<file path="config.mk">
export PLATFORM = sky130hd
export DESIGN_NAME = tucanos_process_scheduler
export DESIGN_NICKNAME = d
export VERILOG_FILES = /design/src/rtl/tucanos_process_scheduler.sv
export SDC_FILE = /design/constraint.sdc
export NUM_CORES = 1
export LEC_CHECK = 0
export ABC_AREA = 1
export BUFFER_PORTS_ARGS = -buffer_cell sky130_fd_sc_hd__buf_2
export CAP_MARGIN = 10
export CORE_UTILIZATION = 50
export CTS_CLUSTER_DIAMETER = 120
export CTS_CLUSTER_SIZE = 14
export DETAILED_ROUTE_END_ITERATION = 12
export GPL_TIMING_DRIVEN = 1
export PLACE_DENSITY = 0.85
export SYNTH_ARGS = -nofsm -noshare
export SYNTH_HDL_FRONTEND = slang
export SYNTH_SLANG_ARGS = --single-unit
export TNS_END_PERCENT = 50
</file>
<file path="constraint.sdc">
create_clock -name clock -period 2.8 [get_ports clock]
set_clock_uncertainty 0.15 [all_clocks]
set_input_delay 0 -clock clock [delete_from_list [all_inputs] [get_ports clock]]
set_output_delay 0 -clock clock [all_outputs]
set_load 0.05 [all_outputs]
</file>
<file path="src/rtl/tucanos_process_scheduler.sv">
// Round-robin scheduler for the three user-process slots.
// Tracks per-slot status from watchdog/IO/load events and hands the OS
// the next runnable process index plus its program base address.
module tucanos_process_scheduler #(
  parameter int unsigned           DATA_WIDTH        = 32,
  parameter int unsigned           ADDR_WIDTH        = 12,
  parameter logic [ADDR_WIDTH-1:0] PROCESS_BASE_ADDR = ADDR_WIDTH'(512),
  parameter logic [ADDR_WIDTH-1:0] PROCESS_SLOT_SIZE = ADDR_WIDTH'(1024)
) (
  input  logic                  clock,
  input  logic                  reset,
  input  logic                  start,
  input  logic                  watchdog_request,
  input  logic [DATA_WIDTH-1:0] watchdog_code,
  input  logic                  io_complete,
  input  logic [1:0]            io_index,
  input  logic                  load_enable,
  input  logic [1:0]            load_index,
  output logic [1:0]            current_process,
  output logic                  schedule_valid,
  output logic [ADDR_WIDTH-1:0] process_base_address,
  output logic [5:0]            status_vector,
  output logic                  cpu_idle,
  output logic                  all_halted
);

  typedef enum logic [2:0] {S_IDLE, S_SELECT, S_GRANT, S_RUN, S_DONE} state_t;
  typedef enum logic [1:0] {
    ST_EMPTY   = 2'b00,
    ST_READY   = 2'b01,
    ST_WAITING = 2'b10,
    ST_HALTED  = 2'b11
  } status_t;

  state_t     state;
  status_t    st      [3:1];
  status_t    st_next [3:1];

  logic       wd_valid, wd_wait, wd_halt;
  logic [3:1] is_cur, io_hit, ld_hit;
  logic       load_makes_ready;
  logic [3:0] ready_mask;
  logic       any_waiting;
  logic [1:0] s1, s2, s3, pick;
  logic       found;

  // Rotation successor; 0 (no process) maps to slot 1 so search starts at 1.
  function automatic logic [1:0] rr_succ(input logic [1:0] x);
    return (x == 2'd3) ? 2'd1 : x + 2'd1;
  endfunction

  // Program base of slot n, truncated to the address width.
  function automatic logic [ADDR_WIDTH-1:0] base_of(input logic [1:0] n);
    if (n == 2'd0) return '0;
    return PROCESS_BASE_ADDR + ADDR_WIDTH'(n - 2'd1) * PROCESS_SLOT_SIZE;
  endfunction

  // Classify a watchdog report; only codes 1..5 in RUN are acted upon.
  always_comb begin
    wd_valid = (state == S_RUN) && watchdog_request &&
               (watchdog_code >= DATA_WIDTH'(1)) && (watchdog_code <= DATA_WIDTH'(5));
    wd_wait  = wd_valid && (watchdog_code == DATA_WIDTH'(4));
    wd_halt  = wd_valid && (watchdog_code == DATA_WIDTH'(5));
  end

  // Next status per slot; IO completion and loads override a same-cycle wait/halt.
  always_comb begin
    is_cur = '0;
    io_hit = '0;
    ld_hit = '0;
    for (int i = 1; i <= 3; i++) begin
      st_next[i] = st[i];
      is_cur[i]  = (current_process == 2'(i));
      io_hit[i]  = io_complete && (io_index == 2'(i)) &&
                   ((st[i] == ST_WAITING) || (wd_wait && is_cur[i]));
      ld_hit[i]  = load_enable && (load_index == 2'(i)) &&
                   ((st[i] == ST_EMPTY) || (st[i] == ST_HALTED) || (wd_halt && is_cur[i]));
      if (io_hit[i] || ld_hit[i])   st_next[i] = ST_READY;
      else if (wd_wait && is_cur[i]) st_next[i] = ST_WAITING;
      else if (wd_halt && is_cur[i]) st_next[i] = ST_HALTED;
    end
    load_makes_ready = |ld_hit;
  end

  // Round-robin search over the registered table starting after the current slot.
  always_comb begin
    ready_mask  = '0;
    any_waiting = 1'b0;
    for (int i = 1; i <= 3; i++) begin
      ready_mask[i] = (st[i] == ST_READY);
      if (st[i] == ST_WAITING) any_waiting = 1'b1;
    end
    s1    = rr_succ(current_process);
    s2    = rr_succ(s1);
    s3    = rr_succ(s2);
    found = 1'b1;
    pick  = s1;
    if (ready_mask[s1])      pick = s1;
    else if (ready_mask[s2]) pick = s2;
    else if (ready_mask[s3]) pick = s3;
    else begin
      found = 1'b0;
      pick  = 2'd0;
    end
  end

  // Scheduler FSM with registered outputs and status table.
  always_ff @(posedge clock) begin
    if (!reset) begin
      state                <= S_IDLE;
      current_process      <= 2'd0;
      schedule_valid       <= 1'b0;
      process_base_address <= '0;
      cpu_idle             <= 1'b0;
      all_halted           <= 1'b0;
      for (int i = 1; i <= 3; i++) st[i] <= ST_EMPTY;
    end else begin
      for (int i = 1; i <= 3; i++) st[i] <= st_next[i];
      schedule_valid <= 1'b0;
      cpu_idle       <= 1'b0;
      case (state)
        S_IDLE: if (start) state <= S_SELECT;
        S_SELECT: begin
          if (found) begin
            state                <= S_GRANT;
            current_process      <= pick;
            process_base_address <= base_of(pick);
            schedule_valid       <= 1'b1;
          end else if (any_waiting) begin
            cpu_idle <= 1'b1;
          end else begin
            state                <= S_DONE;
            all_halted           <= 1'b1;
            current_process      <= 2'd0;
            process_base_address <= '0;
          end
        end
        S_GRANT: state <= S_RUN;
        S_RUN:   if (wd_valid) state <= S_SELECT;
        S_DONE: begin
          if (load_makes_ready || (|ready_mask)) begin
            state      <= S_SELECT;
            all_halted <= 1'b0;
          end
        end
        default: state <= S_IDLE;
      endcase
    end
  end

  assign status_vector = {st[3], st[2], st[1]};

endmodule
</file>
== Word level (Yosys, flattened, before mapping) ==
Memories as Yosys holds them, arrays and structs flattened.
Index checks and enable logic that the tools add are counted.
Word-level totals
  register bits: 20
  memory bits (writable): 6
  input bits: 42
  output and inout bits: 23
  logic and storage cells: 158
  memories kept: 1
Memory list
  st: words 3, width 2, read ports 3, clocked after Yosys merged registers in 0, write ports 3, RTL line 36  | status_t st [3:1];
Cells by class
  $add $sub $neg: 5
  magnitude comparators: 5
  equal/unequal tests: 33
  mux-type cells: 54
  bitwise gates (word level): 5
  reduce and logical (&&, ||, !) cells: 49
Operators by type and width (count)
  $eq 32x3->1 const B: 2
  $mux 12: 4
  $mux 2: 20
  $ge 32x1->1 const B: 1
  $le 32x3->1 const B: 1
  $eq 2x2->1 const B: 14
  $logic_and 1x1->1: 23
  $mux 1: 20
  $mux 3: 5
  $pmux 3 s5: 1
  $logic_or 1x1->1: 13
  $add 10x12->12 const A: 1
  $eq 2x1->1 const B: 6
  $ne 2x2->1 const B: 5
  $lt 2x3->1 const B: 3
  $reduce_or 3->1: 3
  $logic_not 2->1: 4
  $reduce_and 4->1: 2
  $add 2x1->2 const B: 3
  $bmux 1 s2: 3
  $eq 3x2->1 const B: 2
  $reduce_and 2->1: 2
  $eq 3x1->1 const B: 1
  $eq 3x3->1 const B: 1
  other kinds (8): 11

== Longest topological paths before layout ==
  depth after elaboration: 18
  depth in mapped cells: 14
  gate-level depth less buffers: 14

== Least setup slack after synthesis ==
No wires, ideal clock.
  path type: register -> register
  start: register current_process[0]
  end: register state[0]
  library setup time: 0.112 ns
  data arrival time: 1.975 ns
  data required time: 2.538 ns
  slack: 0.564 ns
  stages on the path, launching flop included: 13
  path buffers: 0
  period minus slack after synthesis: 2.236 ns
  path through: dfxtp_1 -> inv_1 -> ha_1 -> a21oi_1 -> o21ai_0 -> nand2_1 -> nor2_1 -> nand2_1 -> nor3_1 -> nor3b_1 -> nand2_1 -> nor2_1 -> nor2_1
Between the ends
  cells in the longest elaborated chain, start to end: 13
  elaborated cells between the ends (all ways): 36
  those cells by class: add/sub: 3; eq/ne: 7; mux: 14; reduce/logical: 12
Ends and longest elaborated chain
  from (decl): RTL line 19  | output logic [1:0] current_process,
  from (signal assigned): RTL line 126  | current_process <= pick;
  $add 2x1->2 / $eq 2x2->1 (equally long branches): RTL line 49, 73
  $mux 2: RTL line 49  | return (x == 2'd3) ? 2'd1 : x + 2'd1;
  $add 2x1->2 / $eq 2x2->1 (equally long branches): RTL line 49
  $mux 2: RTL line 49
  $add 2x1->2 / $eq 2x2->1 (equally long branches): RTL line 49
  $mux 2: RTL line 49
  $bmux 1 s2: RTL line 100  | else if (ready_mask[s3]) pick = s3;
  $mux 1 (implied by the code): RTL line 100
  $mux 1: RTL line 100
  $mux 1: RTL line 99  | else if (ready_mask[s2]) pick = s2;
  $mux 1: RTL line 98  | if (ready_mask[s1]) pick = s1;
  $mux 3 / $ne 3x3->1 (equally long branches)
  $pmux 3 s5 / $reduce_and 4->1 (equally long branches)
  to (signal assigned): RTL line 122  | S_IDLE: if (start) state <= S_SELECT;
  to (signal assigned): RTL line 125  | state <= S_GRANT;
  to (signal assigned): RTL line 132  | state <= S_DONE;
  to (decl): RTL line 35  | state_t state;
Parallel ways exist; a longest one is shown, timed or not. The select of a mux whose other input is x is not followed.
A chain may end at the register's enable or synchronous reset.

==> impl_metrics.toml <==
[floorplan]
die_y_um = 55.4
io_pins = 65
start_util_pct = 55.0
rows = 18
core-area_um2 = 2590
die_w_um = 55.4
die_area_um2 = 3070

[drt]
ant_nets = 0
drtPass1Iterations = 5
drc = 0
via_per_inst = 4.97
dr_total_vias = 1619
wl_per_cell_um = 10.6
initialDrtViolationCount = 25
drt_wl_total_um = 3470

[cells_and_area]
drive_gt1_share_pct = 27.7
nets = 348
layout_commonest_cell = "buf_2"
diodes = 0
final_cells = 326
syn_to_final_growth_pct = 27.9
mostFrequentLayoutCells = "buf_2 (55), nand2_1 (45), inv_1 (38)"
n_fill_cell = 243

[clock_tree]
cts.sinks = 17
numCtsBuffers = 3
root_buffer = "clkbuf_4"
clk_latency_ns = 0.30
cts_buffer_depth = 2
clk_pin_slew_ns = 0.11
htree_levels = 1
cts_tree = "done"

[synthesis]
avgSynthCellArea_um2 = 6.22
ys_types = 31
synth_seq_cells = 17
synthesis.instances = 229
yosysSeqAreaShare_pct = 23.9
syn_area_um2 = 1430
yosys_warnings = 0

[timing]
max_freq_ghz = 0.407
finalCriticalPeriod_ns = 2.46
finalSetupViolations = 0
fin_crit_sh_pct = 87.8
fin_tns_setup_ns = 0
rsz0062_at_grt = "no"
final_max_slew_viol_count = 0
finalHoldViolations = 0

[pwr]
leakage_uw = 0.00101
ir_drop_v = 0.000598
power.density_nw_per_um2 = 576

[worst_setup_path]
r2r_slack_ns = 0.34
max_stage_delay_ns = 0.59
cpMaxStageDelayCell = "dlygate4sd3_1"
crit_top_cell = "nand2_2"
crit_required_ns = 2.86
critPathKind = "reg2reg"
crit_arrival_ns = 2.52
worstPathCellList = "inv_2, nand3_1, nor2_2, o21ai_2, nor2_4, nand2_2, nor3_4, nand2_2, nand2_1, nand4_1, dlygate4sd3_1, and3_1"
worstReg2RegEnd = "st[0][7]"
reg2reg_depth = 12
critPathLaunchType = "flip-flop"
crit_path_end_kind = "flip-flop"
r2r_start = "state[2]"
path_max_fanout = 5

[min_path]
worstHoldEndpoint = "st[0][7]"
min_path_type = "in2reg"
hp-start = "load_index[1]"
hold_depth = 5

[global_routing]
grt_use_met1_pct = 27.4
grt_pass1_vias = 1497
grt_use_total_pct = 23.4
top_usage_layer = "met2"
grtUsageMet2_pct = 42.9
grt_pass1_wl_um = 5890
antenna_found_initial = 0
grt.met3_usage_pct = 3.28
grt_max_degree = 11
overflow = 0

[place]
place_hpwl_um = 2740
port-buffer-count = 55
dp.cells = 312
place_congestion = 0.938

[run]
maxCapViolations = 0

[outcome]
outcome = "completed"
## registers in the layout, summed over array words and instances (netlist names)
| name | flops |
|---|---|
| all_halted | 1 |
| cpu_idle | 1 |
| current_process | 2 |
| process_base_address | 3 |
| schedule_valid | 1 |
| st | 6 |
| state | 3 |
## where the power goes
group	total [uW]	internal (uW)	switching, uW
registers	327	288	39.3
logic	583	181	402
clock network	140	53.2	86.3
## cells by family (layout without fill, tap and decap cells)
kind of cell	count (synthesis)	count (layout)	share of synthesized area, %
AND/OR/NAND/NOR	116	116	37.9
AO/OA/AOI/OAI	30	30	12.8
buffers and inverters	56	115	17.2
flip-flops	17	17	23.9
adder cells (fa/ha/maj)	9	9	7.90
other	1	9	0.263
## critical path, delay by kind of cell (launching register included)
| kind | cells | cell delay (ns) |
|---|---|---|
| compound gates | 1 | 0.07 |
| simple gates | 9 | 1.12 |
| buf+inv | 2 | 0.67 |
| flops | 1 | 0.36 |
## routing by layer
metal / share of wire, % / wire, um
met3: 5.0 / 173
met2: 51 / 1780
met1: 42 / 1450
met5: 0 / 0
met4: 2.0 / 71
## synthesized netlist by cell type
library cell / count / area share (%)
nand2_2: 5 / 2.2
nor2_2: 4 / 1.8
o31ai_1: 1 / 0.53
nand2_1: 45 / 12
a22oi_1: 1 / 0.53
inv_1: 38 / 10
nand4_1: 7 / 3.1
nand3_2: 2 / 1.4
ha_1: 9 / 7.9
o21ai_1: 6 / 2.1
o21ai_2: 2 / 1.2
o21a_1: 1 / 0.53
nor2_4: 1 / 0.79
buf_4: 9 / 4.7
dfxtp_1: 17 / 24
a21oi_1: 10 / 3.5
nand3b_1: 1 / 0.53
nor3_4: 1 / 1.1
o21ai_0: 4 / 1.4
and3_1: 2 / 0.88
clkinv_1: 1 / 0.26
conb_1: 1 / 0.26
o21ai_4: 1 / 1.1
nand3_1: 6 / 2.1
nor2_1: 31 / 8.2
buf_2: 1 / 0.35
nor3b_1: 1 / 0.53
a31oi_1: 3 / 1.3
nor3_1: 10 / 3.5
o211ai_1: 1 / 0.53
inv_2: 7 / 1.8
## timing repair
action	in CTS	in global routing
setup endpoints to repair	0	0
hold buffers	10	0
gates resized for setup	0	0
buffers inserted	0	0
endpoints found under the hold margin	10	0
## final cells by class
| cell class | count | area, um2 | share of cell area (%) |
|---|---|---|---|
| Multi-Input combinational cell | 164 | 870 | 47.7 |
| Inverter | 46 | 173 | 9.47 |
| Clock buffer | 3 | 22.5 | 1.24 |
| Clock inverter | 1 | 5.00 | 0.275 |
| Tap cell | 30 | 37.5 | 2.06 |
| Sequential cell | 17 | 340 | 18.7 |
| Timing Repair Buffer | 65 | 375 | 20.6 |
## worst max-delay path by stage
stage,from,to,slack [ns],depth (start not counted)
global route,state[2],st[0][2],0.21,14
global placement,current_process[0],process_base_address[11],0.79,11
detailed placement,current_process[0],process_base_address[11],0.76,11
floorplan,current_process[0],state[0],0.56,12
CTS,state[2],st[0][3],0.35,12
finish,state[2],st[0][7],0.34,12
## per-stage QoR
stage          setup WS [ns]  utilization (%)  cell area [um2]  hold WS [ns]  total power (uW)
2_1_floorplan          0.564                -             1460        0.0666               786
3_5_place_dp           0.764             65.5             1700         0.183               900
5_1_grt                0.208             70.4             1820         0.107              1130
6_report               0.340             70.4             1820        0.0488              1050
4_1_cts                0.351             70.4             1820        0.0385              1040
3_3_place_gp           0.795             65.5             1700         0.173               889
Power figures use the tool's default switching activity.
